File: src/rtl/sd_card_responder.sv
// sd_card_responder: card side of a single-bit SPI-style SD link.
// Receives 48-bit commands on MOSI and answers on MISO with an R1 byte. A
// good CMD17 returns a read block {0xFE, data[63:0], CRC16}. A good CMD24
// accepts a write block and answers with a data-response token followed by
// busy-low cycles. Each address backs one 64-bit word in an external
// synchronous memory.
//
// Ports:
//   clk, rst_n  clock and asynchronous active-low reset
//   MOSI        host->card serial line, idle high, MSB first
//   MISO        card->host serial line, idle high, MSB first (registered)
//   mem_addr    word address for the current read or write
//   mem_ren     one-cycle read strobe; mem_rdata is expected one cycle later
//   mem_rdata   read data
//   mem_wen     one-cycle write strobe, qualified by mem_addr/mem_wdata
//   mem_wdata   write data
//   card_busy   high from the command start-bit sample until return to IDLE
//
// Build option: SD_CRC_CHECK_EN. When defined, the command CRC7 and the write
// CRC16 are checked. When undefined, both checks always pass. Read blocks
// always carry a computed CRC16.
module sd_card_responder #(
  parameter int RESP_GAP    = 8,   // >= 1
  parameter int DATA_GAP    = 8,   // >= 2
  parameter int BUSY_CYCLES = 16   // >= 1
) (
  input  logic        clk,
  input  logic        rst_n,
  input  logic        MOSI,
  output logic        MISO,
  output logic [15:0] mem_addr,
  output logic        mem_ren,
  input  logic [63:0] mem_rdata,
  output logic        mem_wen,
  output logic [63:0] mem_wdata,
  output logic        card_busy
);

`ifdef SD_CRC_CHECK_EN
  localparam bit CRC_CHK = 1'b1;
`else
  localparam bit CRC_CHK = 1'b0;
`endif

  localparam int M1      = (RESP_GAP > 88) ? RESP_GAP : 88;
  localparam int M2      = (DATA_GAP > M1) ? DATA_GAP : M1;
  localparam int CNT_MAX = (BUSY_CYCLES > M2) ? BUSY_CYCLES : M2;
  localparam int CW      = $clog2(CNT_MAX + 1);

  localparam logic [CW-1:0] C1    = CW'(1);
  localparam logic [CW-1:0] C8    = CW'(8);
  localparam logic [CW-1:0] C47   = CW'(47);
  localparam logic [CW-1:0] C79   = CW'(79);
  localparam logic [CW-1:0] C88   = CW'(88);
  localparam logic [CW-1:0] RG    = CW'(RESP_GAP);
  localparam logic [CW-1:0] DG_M1 = CW'(DATA_GAP - 1);
  localparam logic [CW-1:0] BC    = CW'(BUSY_CYCLES);

  typedef enum logic [3:0] {
    IDLE, CMD_RX, RESP_WAIT, RESP_TX, RD_WAIT, RD_TX,
    WR_TOKEN, WR_RX, WR_RESP, WR_BUSY
  } state_t;

  state_t        state;
  logic [CW-1:0] cnt;
  logic [46:0]   cmd_sr;   // command bits 47..1 once the end bit arrives
  logic [7:0]    r1_sr;    // outgoing R1 or data-response byte
  logic          cmd_ok;
  logic          cmd_rd;
  logic [15:0]   arg_lo;
  logic [87:0]   rd_sr;
  logic [78:0]   wr_sr;
  logic          wr_ok;

  function automatic logic [6:0] crc7_calc(input logic [39:0] d);
    logic [6:0] c;
    c = '0;
    for (int i = 39; i >= 0; i--)
      c = {c[5:0], 1'b0} ^ ({7{c[6] ^ d[i]}} & 7'h09);
    return c;
  endfunction

  function automatic logic [15:0] crc16_calc(input logic [63:0] d);
    logic [15:0] c;
    c = '0;
    for (int i = 63; i >= 0; i--)
      c = {c[14:0], 1'b0} ^ ({16{c[15] ^ d[i]}} & 16'h1021);
    return c;
  endfunction

  // The live MOSI bit completes both the command and the write block.
  logic [47:0] cmd_full;
  logic [79:0] wr_full;
  logic [87:0] rd_word;
  logic        crc7_ok, wr_crc_ok;
  logic [7:0]  r1_val;

  assign cmd_full  = {cmd_sr, MOSI};
  assign wr_full   = {wr_sr, MOSI};
  assign rd_word   = {8'hFE, mem_rdata, crc16_calc(mem_rdata)};
  assign crc7_ok   = !CRC_CHK || (crc7_calc(cmd_full[47:8]) == cmd_full[7:1]);
  assign wr_crc_ok = !CRC_CHK || (crc16_calc(wr_full[79:16]) == wr_full[15:0]);

  always_comb begin
    r1_val = 8'h00;
    if (!cmd_full[46] || !cmd_full[0] || !crc7_ok)
      r1_val = 8'h08;
    else if (cmd_full[45:40] != 6'd17 && cmd_full[45:40] != 6'd24)
      r1_val = 8'h04;
    else if (cmd_full[39:24] != 16'h0)
      r1_val = 8'h40;
  end

  always_ff @(posedge clk or negedge rst_n) begin
    if (!rst_n) begin
      state     <= IDLE;
      cnt       <= '0;
      cmd_sr    <= '0;
      r1_sr     <= '0;
      cmd_ok    <= 1'b0;
      cmd_rd    <= 1'b0;
      arg_lo    <= '0;
      rd_sr     <= '0;
      wr_sr     <= '0;
      wr_ok     <= 1'b0;
      MISO      <= 1'b1;
      mem_addr  <= '0;
      mem_ren   <= 1'b0;
      mem_wen   <= 1'b0;
      mem_wdata <= '0;
      card_busy <= 1'b0;
    end else begin
      mem_ren <= 1'b0;
      mem_wen <= 1'b0;
      case (state)
        IDLE: if (!MOSI) begin
          state     <= CMD_RX;
          cnt       <= C1;
          cmd_sr    <= '0;          // start bit is 0
          card_busy <= 1'b1;
        end
        CMD_RX: begin
          cmd_sr <= {cmd_sr[45:0], MOSI};
          if (cnt == C47) begin
            r1_sr  <= r1_val;
            cmd_ok <= (r1_val == 8'h00);
            cmd_rd <= (cmd_full[45:40] == 6'd17);
            arg_lo <= cmd_full[23:8];
            state  <= RESP_WAIT;
            cnt    <= '0;
          end else cnt <= cnt + 1'b1;
        end
        RESP_WAIT: if (cnt == RG) begin
          MISO  <= r1_sr[7];
          r1_sr <= {r1_sr[6:0], 1'b1};
          state <= RESP_TX;
          cnt   <= C1;
        end else cnt <= cnt + 1'b1;
        RESP_TX: if (cnt == C8) begin
          MISO <= 1'b1;
          cnt  <= '0;
          if (!cmd_ok) begin
            state     <= IDLE;
            card_busy <= 1'b0;
          end else if (cmd_rd) begin
            state    <= RD_WAIT;
            mem_ren  <= 1'b1;
            mem_addr <= arg_lo;
          end else begin
            state    <= WR_TOKEN;
            mem_addr <= arg_lo;
          end
        end else begin
          MISO  <= r1_sr[7];
          r1_sr <= {r1_sr[6:0], 1'b1};
          cnt   <= cnt + 1'b1;
        end
        RD_WAIT: begin
          // Read data arrives on the second RD_WAIT edge. With DATA_GAP=2 that
          // edge also starts the token, whose MSB is always 1.
          if (cnt == C1) rd_sr <= rd_word;
          if (cnt == DG_M1) begin
            MISO  <= 1'b1;
            rd_sr <= (cnt == C1) ? {rd_word[86:0], 1'b1} : {rd_sr[86:0], 1'b1};
            state <= RD_TX;
            cnt   <= C1;
          end else cnt <= cnt + 1'b1;
        end
        RD_TX: if (cnt == C88) begin
          MISO      <= 1'b1;
          state     <= IDLE;
          card_busy <= 1'b0;
        end else begin
          MISO  <= rd_sr[87];
          rd_sr <= {rd_sr[86:0], 1'b1};
          cnt   <= cnt + 1'b1;
        end
        WR_TOKEN: if (!MOSI) begin
          state <= WR_RX;
          cnt   <= '0;
        end
        WR_RX: begin
          wr_sr <= {wr_sr[77:0], MOSI};
          if (cnt == C79) begin
            if (wr_crc_ok) mem_wdata <= wr_full[79:16];
            wr_ok <= wr_crc_ok;
            r1_sr <= wr_crc_ok ? 8'h05 : 8'h0B;
            state <= WR_RESP;
            cnt   <= '0;
          end else cnt <= cnt + 1'b1;
        end
        WR_RESP: if (cnt == C8) begin
          MISO    <= 1'b0;
          mem_wen <= wr_ok;
          state   <= WR_BUSY;
          cnt     <= C1;
        end else begin
          MISO  <= r1_sr[7];
          r1_sr <= {r1_sr[6:0], 1'b1};
          cnt   <= cnt + 1'b1;
        end
        WR_BUSY: if (cnt == BC) begin
          MISO      <= 1'b1;
          state     <= IDLE;
          card_busy <= 1'b0;
        end else begin
          MISO <= 1'b0;
          cnt  <= cnt + 1'b1;
        end
        default: state <= IDLE;
      endcase
    end
  end

endmodule
File: config.mk
export PLATFORM = sky130hd
export DESIGN_NAME = sd_card_responder
export DESIGN_NICKNAME = d
export VERILOG_FILES = /design/src/rtl/sd_card_responder.sv
export SDC_FILE = /design/constraint.sdc
export NUM_CORES = 1
export LEC_CHECK = 0
export ABC_CLOCK_PERIOD_IN_PS = 3000
export BUFFER_PORTS_ARGS = -buffer_cell sky130_fd_sc_hd__buf_4
export CELL_PAD_IN_SITES_DETAIL_PLACEMENT = 0
export CELL_PAD_IN_SITES_GLOBAL_PLACEMENT = 2
export CORE_ASPECT_RATIO = 1.25
export CORE_MARGIN = 2
export CORE_UTILIZATION = 39
export CTS_CLUSTER_DIAMETER = 200
export DETAILED_ROUTE_END_ITERATION = 8
export HOLD_SLACK_MARGIN = 0.02
export PLACE_DENSITY_LB_ADDON = 0.3
export SLEW_MARGIN = 20
export SYNTH_ARGS = -nofsm -noshare
export SYNTH_HDL_FRONTEND = slang
export SYNTH_SLANG_ARGS = --single-unit
File: constraint.sdc
create_clock -name clk -period 3 [get_ports clk]
set_input_delay 0.6 -clock clk [delete_from_list [all_inputs] [get_ports clk]]
set_output_delay 0.6 -clock clk [all_outputs]
set_load 0.01 [all_outputs]
==> results.md, run 1 <==
* Post-synth top cells: 422 x nand2_1, 334 x dfrtp_1, 101 x nor2_1
* Ys async rst share at 100%
* Setup crit end: rd_sr[12]
* R2r setup slk at 0.30 ns
* Clock Latency Late Sink at 0.53 ns
* Layout cells sized above 1 at 31.8%
* Cell taking the most area after synthesis: dfrtp_1
* Die area at 0.0434 mm²
* Min-Delay Path Class: primary input to async pin
* Startpoint types: primary input
* Placed insts at 2,281
* Final hold violation count at 0
* TritonCTS Sinks at 335
* FMAX at 309 MHz
* Num ports at 151
* Worst setup EP type: flip-flop
* Leakage at 10.4 nW
* Pre-CTS setup slack at -0.847 ns
* First-pass GRT wire length at 65,000 µm
* Max VDD drop at 2.19 mV
* Clock transition at the registers of the reported paths at 0.06 ns
* DR pass1 iterations at 4
* Finished Layout Cells at 2,372
* Die Ht at 232 µm
* Total Wirelength at 39,700 µm
* Minimum clock period at 3.24 ns
* Arr. time, crit path at 3.67 ns
* Number of antenna diodes at 0
* Number of buffers created by CTS at 37
* Via count at 11,700
* Number of I/O port buffers at 150
* Total Routing Usage GR at 18.5%
* CP startpoint: mem_rdata[60]
* Post-Syn Area per Cell at 10.7 µm²
* Outcome: finished, violations left
* Gr ovfl total at 0
* Worst R2R Path Depth at 12
* Hold_buf cts at 0
* Pwr Density at 1390 mW/mm²
* Max Cap Violations at 0
* Root buffer cell: clkbuf_16
* Worst Tran Pin Value at 0.900 ns
* Die X-Extent at 187 µm
* Final setup violating endpoints at 15
* Routability cong. at 0.872
* Syn-to-layout area delta at 28.7%
* Largest cells by area after synthesis: dfrtp_1 51%, nand2_1 9.7%, mux2_2 6.8%
* Number of remaining DRC errors at 0
* Initial core utilization at 39.6%
* Post-DR vias/cell at 4.94
* Syn_nets at 1,598
* Post-layout util at 50.9%
* H-tree levels at 2
* Largest net degree at the start of global routing at 85
* Most common flop cell mapped by yosys: dfrtp_1
* Setup tns final at -2.20 ns
* Post-DP HPWL at 26,900 µm
* Worst slew margin at 40.0%
* Synthesis-stage register bit count at 335
* Antenna-violating nets left at 0
* Nets at 1,862
* Count leader, synth: nand2_1
* RSZ-0062 raised after global routing: yes
* Violated checks: negative setup slack
* Core area at 0.0411 mm²
* CTS max path bufs at 3
* Mean routed wirelength per cell at 16.7 µm
* Synth top area share at 51.3%
* Final Cycle Share at 108%
* Yosys cell types at 55
* DRT iter0 DRCs at 523
* CP required at 3.43 ns
* CP max FO at 3
* Final worst slack at -0.237 ns
* Total number of yosys warnings at 0
* Kind of critical path: primary input to flip-flop
* Core Rows at 83
* Initial antenna violation count at 0
* EDFF count, synth at 0
* Synth Cell Area at 0.0163 mm²
* Synthesized instance count at 1,528
* Setup Skew at 0.0145 ns
* Worst flop-to-flop path endpoint: cnt[6]
* R2r startpoint: cnt[0]
* CTS tree: yes
* Slew Viols, Final at 0
* Seq/Total Area, Yosys at 51.5%
* Vias in the first global route at 12,000
layer usage:
layer / track usage (%) / share of wire [%] / up-vias / wire length, µm
li1: - / - / 5656 / -
met3: 2.68 / 3.2 / 60 / 1290
met1: 23.4 / 43 / 5817 / 17000
met4: 5.80 / 2.8 / 0 / 1090
met2: 32.7 / 51 / 190 / 20300
met5: 0 / 0 / - / 0
cell type report:
cell class	count	area (µm²)
sequential	335	8380
inverter	10	37.5
fill	3799	20200
timing repair buffer	320	2590
clock inverter	15	186
multi-input combinational	1088	7980
tap	552	691
clock buffer	52	1080
repair_timing:
item / in CTS / in global routing
setup buffers: 17 / 8
resized for setup: 43 / 22
setup endpoints to repair: 15 / 16
pin swaps: 29 / 27
hold endpoints to repair: 0 / 0
worst min-delay path by stage:
stage / start / endpoint / slack [ns] / cells past startpoint
5_1_grt: rst_n / rd_sr[36] / 0.05 / 1
3_3_place_gp: wr_ok / wr_ok / 0.45 / 1
4_1_cts: rst_n / rd_sr[37] / 0.03 / 1
3_5_place_dp: wr_ok / wr_ok / 0.45 / 1
2_1_floorplan: rst_n / arg_lo[0] / 0.30 / 0
6_report: rst_n / rd_sr[39] / 0.007 / 1
placed cells by master (no fill, tap or decap), types with 6 or more instances in the layout:
cell type / count
o21ai_1: 7
clkbuf_16: 37
nand2_1: 422
nor4_1: 7
clkbuf_8: 10
nand3_1: 8
mux2_2: 99
o31ai_1: 6
nor3_1: 8
nand2b_1: 8
dfrtp_1: 334
o21ai_0: 38
xor2_1: 21
o22a_1: 6
buf_6: 14
xnor2_1: 57
a21oi_1: 27
xnor3_1: 22
xnor2_4: 16
nor2_1: 101
a31oi_1: 67
xnor2_2: 25
inv_1: 10
xnor3_2: 17
buf_4: 294
buf_12: 9
a22o_1: 45
xor3_2: 7
sequential cells by signal, indices dropped and copies added (netlist names), 7 cells and up:
| register | cells |
|---|---|
| mem_wdata | 64 |
| cmd_sr | 46 |
| arg_lo | 16 |
| r1_sr | 8 |
| cnt | 7 |
| wr_sr | 79 |
| mem_addr | 16 |
| rd_sr | 88 |
logic make-up after synthesis:
logic type,Yosys count,synth area share [%]
buffers and inverters,105,2.52
AO/OA/AOI/OAI,215,8.64
AND/OR/NAND/NOR,587,14.5
multiplexers,102,7.03
flip-flops,335,51.5
XOR/XNOR,181,15.6
adder cells (fa/ha/maj),3,0.231
critical path: stages:
cell and delay [ns]:
buf_6 0.07, buf_4 0.12, xnor3_4 0.48, xnor2_1 0.14
buf_4 0.16, xnor2_2 0.21, xor3_2 0.44, xor2_4 0.19
xnor2_2 0.19, xnor3_2 0.38, xor3_2 0.30, xnor2_2 0.16
o311ai_2 0.20
through the flow:
step                      hold WS (ns)  power, mW  instance area (µm²)
final                          0.00676       29.2                21000
after CTS                       0.0325       28.4                20800
after detailed placement         0.454       21.2                19100
after floorplan                  0.304       17.6                16500
after global placement           0.446       21.2                19100
after global routing            0.0543       30.5                21000
where the power goes:
part | internal [mW] | switching (mW)
logic | 11.0 | 8.78
clock network | 2.81 | 1.89
registers | 4.66 | 0.106
Note: power is estimated with default switching activity, not from simulation.
==> run 2, diff against run 1 <==
ABC_CLOCK_PERIOD_IN_PS = 2800   (was 3000)
CORE_UTILIZATION = 35   (was 39)
CTS_CLUSTER_DIAMETER = 120   (was 200)
CTS_CLUSTER_SIZE = 24   (was not set)
clock period = 2.8 ns   (was 3 ns; I/O delays follow)
==> run 2 against run 1 <==
  * The run still ends with negative setup slack left
  * Sequential share of layout area increased by 1.1 points
  * Non-clock buffer count increased by 13
  * First-iteration DRC count decreased by 12%
  * Critical endpoint is now rd_sr[6]
  * Total power decreased by 1.1%
  * Largest cell class unchanged
  * Design area decreased by 2.7%
  * Count of clock-buffer cells in the layout decreased by 30
==> results.md, run 2 (synthesized netlist as in run 1, its figures left out) <==
* Post-DP HPWL at 27,400 µm (+2.1%)
* Final worst slack at -0.389 ns (-0.152 ns)
* DR pass1 iterations at 7 (+3)
* Post-DR vias/cell at 4.90 (-0.81%)
* Die Ht at 245 µm (+5.5%)
* Worst slew margin at 40.2% (+0.27 points)
* Finished Layout Cells at 2,374 (+0.084%)
* CP max FO at 3 (unchanged)
* Die area at 0.0483 mm² (+11%)
* Die X-Extent at 197 µm (+5.4%)
* Syn-to-layout area delta at 25.2%
* Number of buffers created by CTS at 17 (-54%)
* Largest net degree at the start of global routing at 92 (+8.2%)
* Gr ovfl total at 0 (unchanged)
* Via count at 11,600 (-0.73%)
* CP required at 3.26 ns (-0.17 ns)
* Final Cycle Share at 114%
* Clock Latency Late Sink at 0.53 ns (about the same)
* Nets at 1,855 (-0.38%)
* H-tree levels at 1 (-1)
* Min-Delay Endpoint: rd_sr[32]
* RSZ-0062 raised after global routing: yes
* Worst setup EP type: flip-flop
* Worst R2R Path Depth at 13 (+1)
* Total Routing Usage GR at 16.8% (-1.6 points)
* Post-layout util at 44.3% (-6.7 points)
* Initial core utilization at 35.4% (-4.2 points)
* Leakage at 10.1 nW (-3.0%)
* FMAX at 314 MHz
* Vias in the first global route at 11,900 (-1.4%)
* Max VDD drop at 2.14 mV (-2.4%)
* Slew Viols, Final at 0 (unchanged)
* Number of antenna diodes at 0 (unchanged)
* Largest register FFs at 88 (unchanged)
* R2r startpoint: cnt[0]
* Setup Skew at 0.0142 ns (-0.000239 ns)
* Antenna-violating nets left at 0 (unchanged)
* Worst flop-to-flop path endpoint: cnt[6]
* Initial antenna violation count at 0 (unchanged)
* Number of remaining DRC errors at 0 (unchanged)
* Min-Delay Path Class: primary input to flip-flop
* Outcome: finished, violations left
* R2r setup slk at 0.20 ns (-0.10 ns)
* Kind of critical path: primary input to flip-flop
* CTS max path bufs at 3 (unchanged)
* Arr. time, crit path at 3.65 ns (-0.02 ns)
* Layout cells sized above 1 at 31.2% (-0.57 points)
* CTS tree: yes
* Slowest Stage Delay on Critical Path at 0.49 ns (about the same)
* Setup tns final at -4.64 ns (-2.44 ns)
* Total Wirelength at 40,400 µm (+1.9%)
* First-pass GRT wire length at 65,400 µm (+0.70%)
* Most Frequent Cell on Critical Path: xnor3_2
* Hold wc startpoint: mem_rdata[16]
* Worst Tran Pin Value at 0.896 ns (-0.00398 ns)
* Most frequent cells in the layout: 421 x nand2_1, 334 x dfrtp_1, 304 x buf_4, 100 x nor2_1, 99 x mux2_2
* Routability cong. at 0.820 (-5.9%)
* Clock transition at the registers of the reported paths at 0.11 ns (+0.05 ns)
* DRT iter0 DRCs at 460 (-12%)
* Mean routed wirelength per cell at 17.0 µm (+1.8%)
* Commonest non-fill, non-tap cell in the layout: nand2_1
* Max Cap Violations at 0 (unchanged)
* Total power at 28.9 mW (-1.1%)
* CP max-delay cell: xnor3_2
* Core Rows at 88 (+6.0%)
* Most flops, register: rd_sr
* Number of I/O port buffers at 150 (unchanged)
* Final setup violating endpoints at 16 (+1)
* Num ports at 151 (unchanged)
* Minimum clock period at 3.19 ns
* Placed insts at 2,319 (+1.7%)
* Core area at 0.0460 mm² (+12%)
* Hold Path Depth at 3
* TritonCTS Sinks at 335 (unchanged)
* Largest registers: rd_sr x88, wr_sr x79, mem_wdata x64
* Final hold violation count at 0 (unchanged)
* Pwr Density at 1420 mW/mm² (+1.6%)
* Startpoint types: primary input
* Violated checks: negative setup slack
* Cells along the critical path: buf_8, xnor3_2, xor3_4, buf_6, xor2_1, xnor3_2, xnor3_2, xnor3_2, xnor2_4, xnor2_1, nand2_1, a21oi_2
* Root buffer cell: clkbuf_16
[run 2: worst max-delay path by stage]
| stage | cells past startpoint | slack [ns] | endpoint | from |
|---|---|---|---|---|
| after floorplan | 10 | -0.72 | rd_sr[13] | mem_rdata[60] |
| after global placement | 11 | -0.96 | rd_sr[13] | mem_rdata[60] |
| after detailed placement | 11 | -0.96 | rd_sr[13] | mem_rdata[60] |
| after CTS | 12 | -0.34 | rd_sr[6] | mem_rdata[56] |
| after global routing | 12 | -0.49 | rd_sr[7] | mem_rdata[60] |
| final | 12 | -0.39 | rd_sr[6] | mem_rdata[56] |
[run 2: power breakdown]
part | leakage, nW | switching (mW) | internal, mW
Combinational | 5.65 | 9.27 | 11.8
Sequential | 4.25 | 0.0881 | 4.98
Clock | 0.220 | 1.56 | 1.13
Total | 10.1 | 10.9 | 17.9
[run 2: stage by stage]
step	worst slack, ns	instance area (µm²)	hold WS, ns
finish	-0.389	20400	0.290
global route	-0.486	20400	0.286
CTS	-0.338	20200	0.253
detailed placement	-0.965	19200	0.449
global placement	-0.964	19200	0.446
floorplan	-0.716	16500	0.264
[run 2: what timing repair did]
item	CTS	global route
setup buffers	26	8
resized for setup	54	22
endpoints found under the hold margin	19	0
hold buffers	1	0
pin swaps	44	24
endpoints found under the setup margin	16	24
[run 2: final cells by class]
type,instances,area (µm²)
timing repair buffer,333,2690
clock buffer,22,444
inverter,10,37.5
fill,4415,25600
sequential,335,8380
clock inverter,1,8.76
multi-input combinational,1088,8080
tap,585,732
[run 2: metal layers]
layer	wire length, µm	GRT usage, %	vias to the layer above
li1	-	-	5620
met1	18000	22.6	5821
met2	20400	29.4	161
met3	1270	1.83	36
met4	726	3.85	0
met5	0	0	-
[run 2: worst max-delay path, delay by kind of cell]
family	cells	cell delay [ns]
and+or+nand+nor	1	0.09
xor gates and xnor gates	8	2.59
buffers and inverters	2	0.24
AOI/OAI and AO/OA	1	0.15
==> run 3, diff against run 2 <==
PLACE_DENSITY = 0.84   (was not set)
PLACE_DENSITY_LB_ADDON = not set   (was 0.3)
SLEW_MARGIN = not set   (was 20)
==> run 3 against run 2 <==
  * The run still ends with negative setup slack left
  * Wire length fell by 4.0%
  * Sequential power barely moved
  * Register-to-register slack improved by 0.09 ns
  * Largest cell class unchanged
  * Flip-flop and latch count stayed put
  * Count of clock-buffer cells in the layout rose by 1
==> results.md, run 3 (synthesized netlist as in run 1, its figures left out) <==
* Outcome: finished, violations left
* Violated checks: negative setup slack
* Number of remaining DRC errors at 0 (unchanged)
* Hold wc startpoint: mem_rdata[11]
* Switching Fraction at 38.1% (+0.23 points)
* Final Cycle Share at 114% (-0.15 points)
* Worst setup EP type: flip-flop
* RSZ-0062 raised after global routing: yes
* Finished Layout Cells at 2,351 (-0.97%)
* FF/Latch Area at 0.00838 mm² (unchanged)
* Setup Skew at 0.0375 ns (+0.0233 ns)
* Net Sw Power at 10.5 mW (-3.9%)
* Die area at 0.0483 mm² (unchanged)
* Total power at 27.6 mW (-4.5%)
* Mean routed wirelength per cell at 16.5 µm (-3.0%)
* Initial core utilization at 35.4% (unchanged)
* Worst slew margin at 42.0% (+1.8 points)
* R2r startpoint: cnt[0]
* Total Wirelength at 38,900 µm (-4.0%)
* Worst flop-to-flop path endpoint: cnt[3]
* Pwr Density at 1370 mW/mm² (-3.1%)
* Clock Latency Late Sink at 0.55 ns (+0.02 ns)
* Int Pwr at 17.1 mW (-4.9%)
* Multi-input logic area at 0.00800 mm² (-1.1%)
* Clock transition at the registers of the reported paths at 0.10 ns (about the same)
* Core Rows at 88 (unchanged)
* Largest net degree at the start of global routing at 83 (-9.8%)
* Flop pwr share at 18.5% (+0.9 points)
* Worst Tran Pin Value at 0.870 ns (-0.0264 ns)
* Routability cong. at 0.856 (+4.4%)
* CP required at 3.25 ns (about the same)
* Largest register FFs at 88 (unchanged)
* Final hold violation count at 0 (unchanged)
* Max Cap Violations at 0 (unchanged)
* Setup tns final at -4.70 ns (-0.0600 ns)
* Initial antenna violation count at 0 (unchanged)
* Gate power share at 71.7% (-1.4 points)
* Min-Delay Endpoint: rd_sr[27]
* Max VDD drop at 2.08 mV (-2.8%)
* Min-Delay Path Class: primary input to flip-flop
* Die X-Extent at 197 µm (unchanged)
* Vias in the first global route at 11,600 (-2.7%)
* CP max FO at 5 (+2)
* Nets at 1,832 (-1.2%)
* CTS max path bufs at 3 (unchanged)
* Startpoint types: primary input
* Kind of critical path: primary input to flip-flop
* Number of buffers created by CTS at 17 (unchanged)
* Largest registers: rd_sr x88, wr_sr x79, mem_wdata x64
* TritonCTS Sinks at 335 (unchanged)
* FMAX at 314 MHz (+0.13%)
* Die Ht at 245 µm (unchanged)
* Final Cell Area at 0.0201 mm² (-1.5%)
* Syn-to-layout area delta at 23.3%
* Number of I/O port buffers at 150 (unchanged)
* Num ports at 151 (unchanged)
* Most flops, register: rd_sr
* Fillers at 4,321 (-2.1%)
* Final setup violating endpoints at 16 (unchanged)
* Post-DR vias/cell at 4.94 (+0.69%)
* Leakage at 9.98 nW (-1.4%)
* Slew Viols, Final at 0 (unchanged)
* Antenna-violating nets left at 0 (unchanged)
* DR pass1 iterations at 5 (-2)
* Arr. time, crit path at 3.63 ns (-0.02 ns)
* Hold Path Depth at 3 (unchanged)
* Root buffer cell: clkbuf_16
* DRT iter0 DRCs at 649 (+41%)
* H-tree levels at 1 (unchanged)
* Placed insts at 2,311 (-0.34%)
* Clock network power share at 9.9% (+0.6 points)
* Minimum clock period at 3.18 ns (-0.00419 ns)
* Gr ovfl total at 0 (unchanged)
* Hold slack at 0.283 ns (-0.00630 ns)
* Post-DP HPWL at 26,800 µm (-2.4%)
* Worst R2R Path Depth at 11 (-2)
* First-pass GRT wire length at 63,100 µm (-3.5%)
* Number of antenna diodes at 0 (unchanged)
* Dpl cell area at 0.0192 mm² (-0.25%)
* R2r setup slk at 0.29 ns (+0.09 ns)
* Most frequent cells in the layout: 422 x nand2_1, 334 x dfrtp_1, 290 x buf_4, 101 x nor2_1, 99 x mux2_2
* Layout cells sized above 1 at 30.0% (-1.2 points)
* Core area at 0.0460 mm² (unchanged)
* Commonest non-fill, non-tap cell in the layout: nand2_1
* Via count at 11,600 (-0.28%)
* Final worst slack at -0.385 ns (+0.00419 ns)
* Total Routing Usage GR at 16.1% (-0.71 points)
* CTS tree: yes
run 3: cell types whose count changed in the layout (fill, tap and decap cells not counted), sizes merged:
cell,delta
buf,-24
clkbuf,+1
inv,-1
nand2,+1
run 3: area by class of cell:
| cell class | instances | share of cell area [%] |
|---|---|---|
| clock buffer | 23 | 2.23 |
| inverter | 10 | 0.187 |
| multi-input combinational | 1089 | 39.8 |
| sequential | 335 | 41.8 |
| tap | 585 | 3.65 |
| timing repair buffer | 309 | 12.4 |
run 3: metal layers:
layer	wire, µm	vias up	track usage, %
met1	17400	5773	22.0
met3	1370	48	1.79
met5	0	-	0
met4	1020	0	4.07
met2	19000	211	27.5
li1	-	5573	-
run 3: what timing repair did:
item,in CTS,in global routing
hold buffers,1,0
endpoints found under the hold margin,40,0
setup buffers,7,8
pin swaps,18,14
cloned,0,1
resized for setup,22,34
setup endpoints to repair,16,31
run 3: per-stage QoR:
stage                     utilization [%]  setup WS [ns]
after floorplan                         -         -0.716
after global placement               41.6         -0.893
after detailed placement             41.6         -0.952
after CTS                            43.1         -0.342
after global routing                 43.6         -0.444
final                                43.6         -0.385
run 3: how the worst max path moves through the flow:
stage | cells after the start | to | start | slack (ns)
global placement | 11 | rd_sr[5] | mem_rdata[63] | -0.89
CTS | 10 | rd_sr[13] | mem_rdata[60] | -0.34
floorplan | 10 | rd_sr[13] | mem_rdata[60] | -0.72
detailed placement | 11 | rd_sr[11] | mem_rdata[60] | -0.95
finish | 12 | rd_sr[12] | mem_rdata[60] | -0.38
global route | 12 | rd_sr[12] | mem_rdata[60] | -0.44
run 3: worst max-delay path, cell delays in order:
cell      delay, ns
buf_6          0.09
xnor3_2        0.46
xor3_4         0.41
buf_6          0.15
xnor3_2        0.24
xor3_2         0.33
xor2_4         0.19
xnor2_2        0.14
xnor3_2        0.40
xor3_2         0.28
xnor2_1        0.16
o311ai_2       0.21
run 3: power groups by stage:
stage,Combinational (mW),Clock [mW],Sequential [mW]
floorplan,13.6,0,5.14
global route,21.1,3.04,5.12
CTS,18.8,2.87,5.09
detailed placement,17.0,0,5.19
global placement,17.0,0,5.18
finish,19.8,2.72,5.09
